==> config.mk <==
export PLATFORM = sky130hd
export DESIGN_NAME = neo_multichannel
export DESIGN_NICKNAME = d
export VERILOG_FILES = /design/src/rtl/neo_multichannel.sv
export SDC_FILE = /design/constraint.sdc
export NUM_CORES = 2
export LEC_CHECK = 0
export CORE_ASPECT_RATIO = 1.4
export CORE_MARGIN = 5
export CORE_UTILIZATION = 45
export DETAILED_ROUTE_END_ITERATION = 16
export DONT_BUFFER_PORTS = 1
export HOLD_SLACK_MARGIN = 0.15
export PLACE_DENSITY_LB_ADDON = 0.05
export SYNTH_ARGS = -nofsm -noshare
export SYNTH_HDL_FRONTEND = slang
export SYNTH_SLANG_ARGS = --single-unit
==> constraint.sdc <==
create_clock -name Clk -period 6.4 [get_ports Clk]
set_clock_uncertainty 0.2 [all_clocks]
set_input_delay 0.32 -clock Clk [delete_from_list [all_inputs] [get_ports Clk]]
set_output_delay 0.32 -clock Clk [all_outputs]
set_load 0.03 [all_outputs]
==> src/rtl/neo_multichannel.sv <==
// Time-multiplexed multi-channel Nonlinear Energy Operator with threshold spike flag.
// Optional refractory lockout is enabled by defining NEO_REFRACT_EN.
module neo_multichannel #(
    parameter int N       = 16,
    parameter int M       = 32,
    parameter int C       = 4,
    parameter int REFRACT = 8,
    parameter int CW      = (C > 1) ? $clog2(C) : 1
) (
    input  logic                 Clk,
    input  logic                 reset,
    input  logic                 in_valid,
    input  logic [CW-1:0]        in_ch,
    input  logic signed [N-1:0]  in_data,
    input  logic signed [M-1:0]  threshold,
    output logic                 out_valid,
    output logic [CW-1:0]        out_ch,
    output logic signed [M-1:0]  out_psi,
    output logic                 out_spike
);

    localparam int P = 2 * N + 1;

    logic signed [N-1:0]   h1_q [C];
    logic signed [N-1:0]   h1_d [C];
    logic signed [N-1:0]   h2_q [C];
    logic signed [N-1:0]   h2_d [C];
    logic [1:0]            fill_q [C];
    logic [1:0]            fill_d [C];

    logic                  accept;
    logic signed [N-1:0]   h1_cur;
    logic signed [N-1:0]   h2_cur;
    logic [1:0]            fill_cur;
    logic signed [2*N-1:0] h1_x, h2_x, x_x;

    logic signed [2*N-1:0] sq_q, sq_d, pr_q, pr_d;
    logic                  v1_q, v1_d;
    logic [CW-1:0]         ch1_q, ch1_d;

    logic signed [P-1:0]   diff;
    logic signed [M-1:0]   psi_sat;
    logic                  above;
    logic                  spike;

    logic                  out_valid_q, out_valid_d;
    logic [CW-1:0]         out_ch_q, out_ch_d;
    logic signed [M-1:0]   out_psi_q, out_psi_d;
    logic                  out_spike_q, out_spike_d;

    // When C fills the index space every channel code is legal.
    generate
        if (C == (1 << CW)) begin : g_all_ch
            assign accept = in_valid;
        end else begin : g_some_ch
            assign accept = in_valid && (in_ch < CW'(C));
        end
    endgenerate

    always_comb begin
        h1_cur   = '0;
        h2_cur   = '0;
        fill_cur = '0;
        for (int c = 0; c < C; c++) begin
            if (in_ch == CW'(c)) begin
                h1_cur   = h1_q[c];
                h2_cur   = h2_q[c];
                fill_cur = fill_q[c];
            end
        end
    end

    always_comb begin
        for (int c = 0; c < C; c++) begin
            h1_d[c]   = h1_q[c];
            h2_d[c]   = h2_q[c];
            fill_d[c] = fill_q[c];
            if (accept && (in_ch == CW'(c))) begin
                h2_d[c]   = h1_q[c];
                h1_d[c]   = in_data;
                fill_d[c] = (fill_q[c] == 2'd2) ? 2'd2 : fill_q[c] + 2'd1;
            end
        end
    end

    assign h1_x = {{N{h1_cur[N-1]}}, h1_cur};
    assign h2_x = {{N{h2_cur[N-1]}}, h2_cur};
    assign x_x  = {{N{in_data[N-1]}}, in_data};

    always_comb begin
        sq_d  = h1_x * h1_x;
        pr_d  = x_x * h2_x;
        v1_d  = accept && (fill_cur == 2'd2);
        ch1_d = in_ch;
    end

    // Difference of two 2N-bit products is exact at 2N+1 bits.
    assign diff = {sq_q[2*N-1], sq_q} - {pr_q[2*N-1], pr_q};

    generate
        if (M >= P) begin : g_extend
            assign psi_sat = M'(diff);
        end else begin : g_saturate
            logic [P-M:0] top;
            assign top     = diff[P-1:M-1];
            assign psi_sat = ((&top) || !(|top)) ? diff[M-1:0]
                           : (diff[P-1] ? {1'b1, {(M-1){1'b0}}} : {1'b0, {(M-1){1'b1}}});
        end
    endgenerate

    assign above = psi_sat > threshold;

`ifdef NEO_REFRACT_EN
    localparam int RW = (REFRACT > 0) ? $clog2(REFRACT + 1) : 1;

    logic [RW-1:0] rc_q [C];
    logic [RW-1:0] rc_d [C];
    logic [RW-1:0] rc_cur;

    always_comb begin
        rc_cur = '0;
        for (int c = 0; c < C; c++) begin
            if (ch1_q == CW'(c)) rc_cur = rc_q[c];
        end
    end

    assign spike = v1_q && above && (rc_cur == '0);

    always_comb begin
        for (int c = 0; c < C; c++) begin
            rc_d[c] = rc_q[c];
            if (v1_q && (ch1_q == CW'(c))) begin
                if (spike)                rc_d[c] = RW'(REFRACT);
                else if (rc_q[c] != '0)   rc_d[c] = rc_q[c] - 1'b1;
            end
        end
    end

    always_ff @(posedge Clk or posedge reset) begin
        if (reset) begin
            for (int c = 0; c < C; c++) rc_q[c] <= '0;
        end else begin
            for (int c = 0; c < C; c++) rc_q[c] <= rc_d[c];
        end
    end
`else
    assign spike = v1_q && above;
`endif

    // Result fields hold between valid outputs.
    always_comb begin
        out_valid_d = v1_q;
        out_ch_d    = out_ch_q;
        out_psi_d   = out_psi_q;
        out_spike_d = out_spike_q;
        if (v1_q) begin
            out_ch_d    = ch1_q;
            out_psi_d   = psi_sat;
            out_spike_d = spike;
        end
    end

    always_ff @(posedge Clk or posedge reset) begin
        if (reset) begin
            for (int c = 0; c < C; c++) begin
                h1_q[c]   <= '0;
                h2_q[c]   <= '0;
                fill_q[c] <= '0;
            end
            sq_q        <= '0;
            pr_q        <= '0;
            v1_q        <= 1'b0;
            ch1_q       <= '0;
            out_valid_q <= 1'b0;
            out_ch_q    <= '0;
            out_psi_q   <= '0;
            out_spike_q <= 1'b0;
        end else begin
            for (int c = 0; c < C; c++) begin
                h1_q[c]   <= h1_d[c];
                h2_q[c]   <= h2_d[c];
                fill_q[c] <= fill_d[c];
            end
            sq_q        <= sq_d;
            pr_q        <= pr_d;
            v1_q        <= v1_d;
            ch1_q       <= ch1_d;
            out_valid_q <= out_valid_d;
            out_ch_q    <= out_ch_d;
            out_psi_q   <= out_psi_d;
            out_spike_q <= out_spike_d;
        end
    end

    assign out_valid = out_valid_q;
    assign out_ch    = out_ch_q;
    assign out_psi   = out_psi_q;
    assign out_spike = out_spike_q;

endmodule

Word-level counts from Yosys, hierarchy flattened
Cells that the tools add are included.
- bits in registers: 239
- logic and storage cells: 65
- input bits: 53
- output and inout bits: 36
- reductions and logical operators: 11
- multipliers: 2
- eq/ne operators: 8
- muxes and demuxes: 18
- add/sub/neg operators: 5
- order comparisons: 1
- operator list (kind ; count):
    2-to-1 mux 16 bit ; 8
    multiplier 16 x 16 -> 32 bit ; 2
    2-to-1 mux 32 bit ; 2
    subtractor 32 x 32 -> 33 bit ; 1
    > comparator 32 bit ; 1
    2-to-1 mux 2 bit ; 8
    equality test 2 bit, second input constant ; 7
    adder 2 x 1 -> 2 bit, second input constant ; 4
    logical AND 1 bit ; 6
    equality test 2 x 1 -> 1 bit, second input constant ; 1
    zero test 2 bit ; 1
    AND reduction 2 bit ; 1
    OR reduction 2 bit ; 1
    zero test 1 bit ; 1
    logical OR 1 bit ; 1

Longest topological paths before layout
- word-level depth: 7
- depth in mapped cells: 32
- mapped depth without buffers: 28

Worst setup path after synthesis
Ideal clock, no wire load.
- kind: input to register
- start point: in in_ch[0]
- end point: reg pr_q[30]
- required time: 6120 ps
- stages: 25
- setup time: 80 ps
- setup slack: -1131 ps
- path buffers: 3
- data arrival time: 7251 ps
- path through: clkbuf_1 -> buf_2 -> buf_1 -> mux4_2 -> and2_1 -> fa_1 -> inv_1 -> fa_1 -> inv_1 -> fa_1 -> fa_1 -> fa_1 -> inv_1 -> fa_1 -> inv_1 -> ha_1 -> a21o_1 -> a21o_1 -> a221oi_1 -> o211ai_1 -> a2111oi_0 -> nor3_1 -> a211o_1 -> a21oi_1 -> xnor2_1
- cells in the longest elaborated chain, start to end: 6
- elaborated cells between the ends (all ways): 9
- classes of those cells: mul (1); eq/ne (3); mux (4); reduce/logical (1)
- ends and longest elaborated chain (what ; RTL line ; text):
    start: declaration ; 13 ; input logic [CW-1:0] in_ch,
    zero test 2 bit ; 65 ; if (in_ch == CW'(c)) begin
    2-to-1 mux 16 bit (3 in a row) ; 65 ;
    2-to-1 mux 16 bit (*) ; 65 ;
    multiplier 16 x 16 -> 32 bit (*) ; 92 ; pr_d = x_x * h2_x;
    net pr_d[30] ; 37 ; logic signed [2*N-1:0] sq_q, sq_d, pr_q, pr_d;
    end signal: assignment ; 185 ; pr_q <= pr_d;
    end: declaration ; 37 ;
Mark *: on every way through the listed nets, which the timed path passes. The rest lies on a longest branch.
A chain may end at the register's enable or synchronous reset.

Worst setup path in the final report
- start point: reg h2_q[5] (netlist name)
- end point: reg pr_q[30]
- cells in the longest elaborated chain, start to end: 2
- ends and longest elaborated chain (what ; RTL line ; text):
    start: declaration ; 26 ; logic signed [N-1:0] h2_q [C];
    start signal: indexed assignment ; 181 ; h2_q[c] <= h2_d[c];
    2-to-1 mux 16 bit ; 65 ;
    multiplier 16 x 16 -> 32 bit ; 92 ;
    net pr_d[30] ; 37 ;
The timed path passes the listed nets, and every way through them passes these cells.

==> out/metrics.csv <==
metric;value;unit
Synth async-reset ratio;100.0;%
leading area contributor after synthesis;fa_1;
Setup CP Type;flip-flop to flip-flop;
sequential area share after synthesis;19.44;%
Worst Path Max Fanout;5;
wire length of the first global-routing pass;136200;um
Hold Path Depth;5;
synthesized net count;3863;
capturing point of the worst reg2reg path;pr_q[30]$_DFF_PP0_;
cts bufs inserted;26;
main flop type after synthesis;dfrtp_1;
Worst path max stage delay;0.54;ns
Initial DRT Pass Iterations;5;
Clock transition at path regs;0.07;ns
Post-Syn Instances;3075;
slack of the critical path;-0.3291;ns
height of the die;318.8;um
DR iter-0 viols;868;
Antenna Nets Post-Route;0;
worst-skew pair later-pin latency;0.58;ns
pre-CTS setup slack;-0.4436;ns
failing checks;negative setup slack;
top-count cell post-synth;inv_1;
commonest cells in the netlist;inv_1 (682), fa_1 (494), nand2_1 (282), ha_1 (241), dfrtp_1 (238);
vias per cell;5.196;
Layout Cells excl Fill;4305;
CP required;6.68;ns
Max Fclk;148.6;MHz
total wire length;84050;um
FF-to-FF setup slack;-0.33;ns
Final Hold Violating Endpoints;0;
# fillers;6103;
Area Overhead vs Synth;21.12;%
proportion of layout cells with a drive suffix above 1;25.79;%
crit path capture type;flip-flop;
largest net degree at the start of global routing;163;
Synth Warn #;0;
RSZ-0062 raised after global routing;true;
Core Area;67720;um^2
Max Cap Viol;0;
crit path cell chain;mux4_2 -> buf_6 -> buf_4 -> and2_1 -> fa_1 -> inv_1 -> fa_2 -> fa_1 -> fa_1 -> inv_1 -> fa_1 -> inv_1 -> fa_1 -> inv_1 -> ha_4 -> a21oi_2 -> o21ai_2 -> a221oi_2 -> o211ai_1 -> a2111oi_2 -> nor3_2 -> a211o_1 -> a21oi_2 -> xnor2_1;
total gr overflow;0;
CP arrival;7.01;ns
Slew @ Worst Pin;1.067;ns
Final nets;4213;
post-layout min period;6.729;ns
FF-to-FF Start;h2_q[5]$_DFFE_PP0P_;
Yosys reg bits;238;
top-area cell type share of the netlist area;32.28;%
Global Route Usage Sum;23.36;%
slew margin rel.;28.78;%
Worst R2R Path Depth;24;
routability congestion estimate;0.8812;
Avg Cell Area, Syn;9.964;um^2
number of flops mapped to enable cells by yosys;0;
synth top area cells;fa_1 (32%), dfrtp_1 (19%), ha_1 (9.8%);
Slew Limit Fails;0;
CTS root buf;clkbuf_16;
Startpoint Class;flip-flop;
CTS tree;yes;
Residual DRC;0;
# IOs;89;
Worst Hold End;pr_q[3]$_DFF_PP0_;
Slowest cell on crit path;mux4_2;
Routed WL per cell;19.52;um
Die ar.;73480;um^2
fin crit share;105.1;%
post-DP HPWL;65680;um
H-tree depth;1;
CP startpoint;h2_q[5]$_DFFE_PP0P_;
antenna violations before repair;2;
initial core utilization;45.24;%
Fin Hold WS;0.2017;ns
Hold Path Origin;in_data[3];
mapped cell area;30640;um^2
worst min path class;input port to flip-flop;
Die X;230.5;um
most frequent CP cell;fa_1;
Netlist cell types;76;
Final setup viols;24;
placed insts;4165;
cell row count;113;
Inserted Diodes;0;
CTS Buffer Depth;3;
Sink Count;238;
Vias;22369;
status;complete, but fails checks;
port bufs;0;
vias in the first global route;25130;
kinds of logic (layout without fill, tap and decap cells):
| family | Yosys count | after routing | share of synthesized area [%] |
|---|---|---|---|
| buf+inv | 794 | 1158 | 9.890 |
| fa+ha+maj | 735 | 735 | 42.12 |
| simple gates | 693 | 694 | 10.73 |
| compound gates | 330 | 330 | 7.477 |
| flops | 238 | 238 | 19.44 |
| mux | 181 | 184 | 7.375 |
| xor+xnor | 104 | 104 | 2.973 |
how the worst max path moves through the flow:
stage / to / slack (ns) / cells past startpoint
floorplan: pr_q[30]$_DFF_PP0_ / -0.35 / 25
global placement: sq_q[31]$_DFF_PP0_ / -0.39 / 24
detailed placement: sq_q[31]$_DFF_PP0_ / -0.44 / 25
CTS: pr_q[30]$_DFF_PP0_ / -0.33 / 21
global route: pr_q[30]$_DFF_PP0_ / -0.58 / 22
finish: pr_q[30]$_DFF_PP0_ / -0.33 / 24
per-layer routing:
| metal | track usage [%] | wire (um) |
|---|---|---|
| met5 | 0 | 0 |
| met4 | 5.542 | 2326 |
| met3 | 2.652 | 2867 |
| met2 | 44.41 | 45620 |
| met1 | 28.21 | 33230 |
area by class of cell:
type | instances | area [um^2] | share of cell area, %
multi-input combinational | 2047 | 23010 | 62.01
tap | 862 | 1079 | 2.906
sequential | 238 | 5961 | 16.06
timing repair buffer | 427 | 3558 | 9.588
inverter | 684 | 2581 | 6.955
timing repair inverter | 1 | 7.507 | 0.02023
clock inverter | 12 | 201.4 | 0.5428
clock buffer | 34 | 710.7 | 1.915
registers in the layout (all words and copies together), names as in the netlist, 2 cells and up:
| signal | flops |
|---|---|
| ch1_q | 2 |
| fill_q | 8 |
| h1_q | 64 |
| h2_q | 64 |
| out_ch | 2 |
| out_psi | 32 |
| pr_q | 32 |
| sq_q | 31 |
repair_timing:
| item | in CTS | in global routing |
|---|---|---|
| endpoints found under the hold margin | 238 | 1 |
| setup buffers | 49 | 32 |
| endpoints found under the setup margin | 23 | 32 |
| hold buffers | 23 | 1 |
| gates cloned | 4 | 1 |
| gates resized for setup | 181 | 95 |
| pin swaps | 124 | 90 |
stage by stage:
| stage | area [um^2] | util (%) | TNS [ns] |
|---|---|---|---|
| 4_1_cts | 36520 | 53.93 | -4.312 |
| 6_report | 37110 | 54.80 | -4.218 |
| 3_3_place_gp | 34260 | 50.58 | -5.024 |
| 2_1_floorplan | 31190 | - | -0.9614 |
| 5_1_grt | 37110 | 54.80 | -10.25 |
| 3_5_place_dp | 34260 | 50.58 | -6.570 |
worst max-delay path: cells and delay by family (launching register included):
family | cells | cell delay [ns]
AO/OA/AOI/OAI | 7 | 1.51
XOR/XNOR | 1 | 0.12
adder cells (fa/ha/maj) | 7 | 3.14
buffers and inverters | 6 | 0.48
flip-flops | 1 | 0.39
multiplexers | 1 | 0.54
AND/OR/NAND/NOR | 2 | 0.25
layout by cell type, fill, tap and decap left out, drive strengths merged, types with 8 or more instances in the layout:
cell | synthesis | layout
a211oi | 10 | 10
a21o | 43 | 43
a21oi | 109 | 109
a22o | 8 | 8
a31oi | 11 | 11
and2 | 158 | 159
and3 | 8 | 8
buf | 20 | 403
clkbuf | 90 | 34
dfrtp | 238 | 238
dlygate4sd3 | 0 | 23
fa | 494 | 494
ha | 241 | 241
inv | 682 | 681
mux2 | 148 | 148
mux2i | 12 | 12
mux4 | 21 | 24
nand2 | 283 | 283
nand3 | 47 | 47
nand4 | 18 | 18
nor2 | 118 | 118
nor3 | 21 | 21
o21a | 18 | 18
o21ai | 55 | 55
o21bai | 13 | 13
xnor2 | 73 | 73
xor2 | 31 | 31
Power is left out: the tool's default activity adds up to more than one toggle a clock period on the data nets, which glitch-free logic cannot reach.
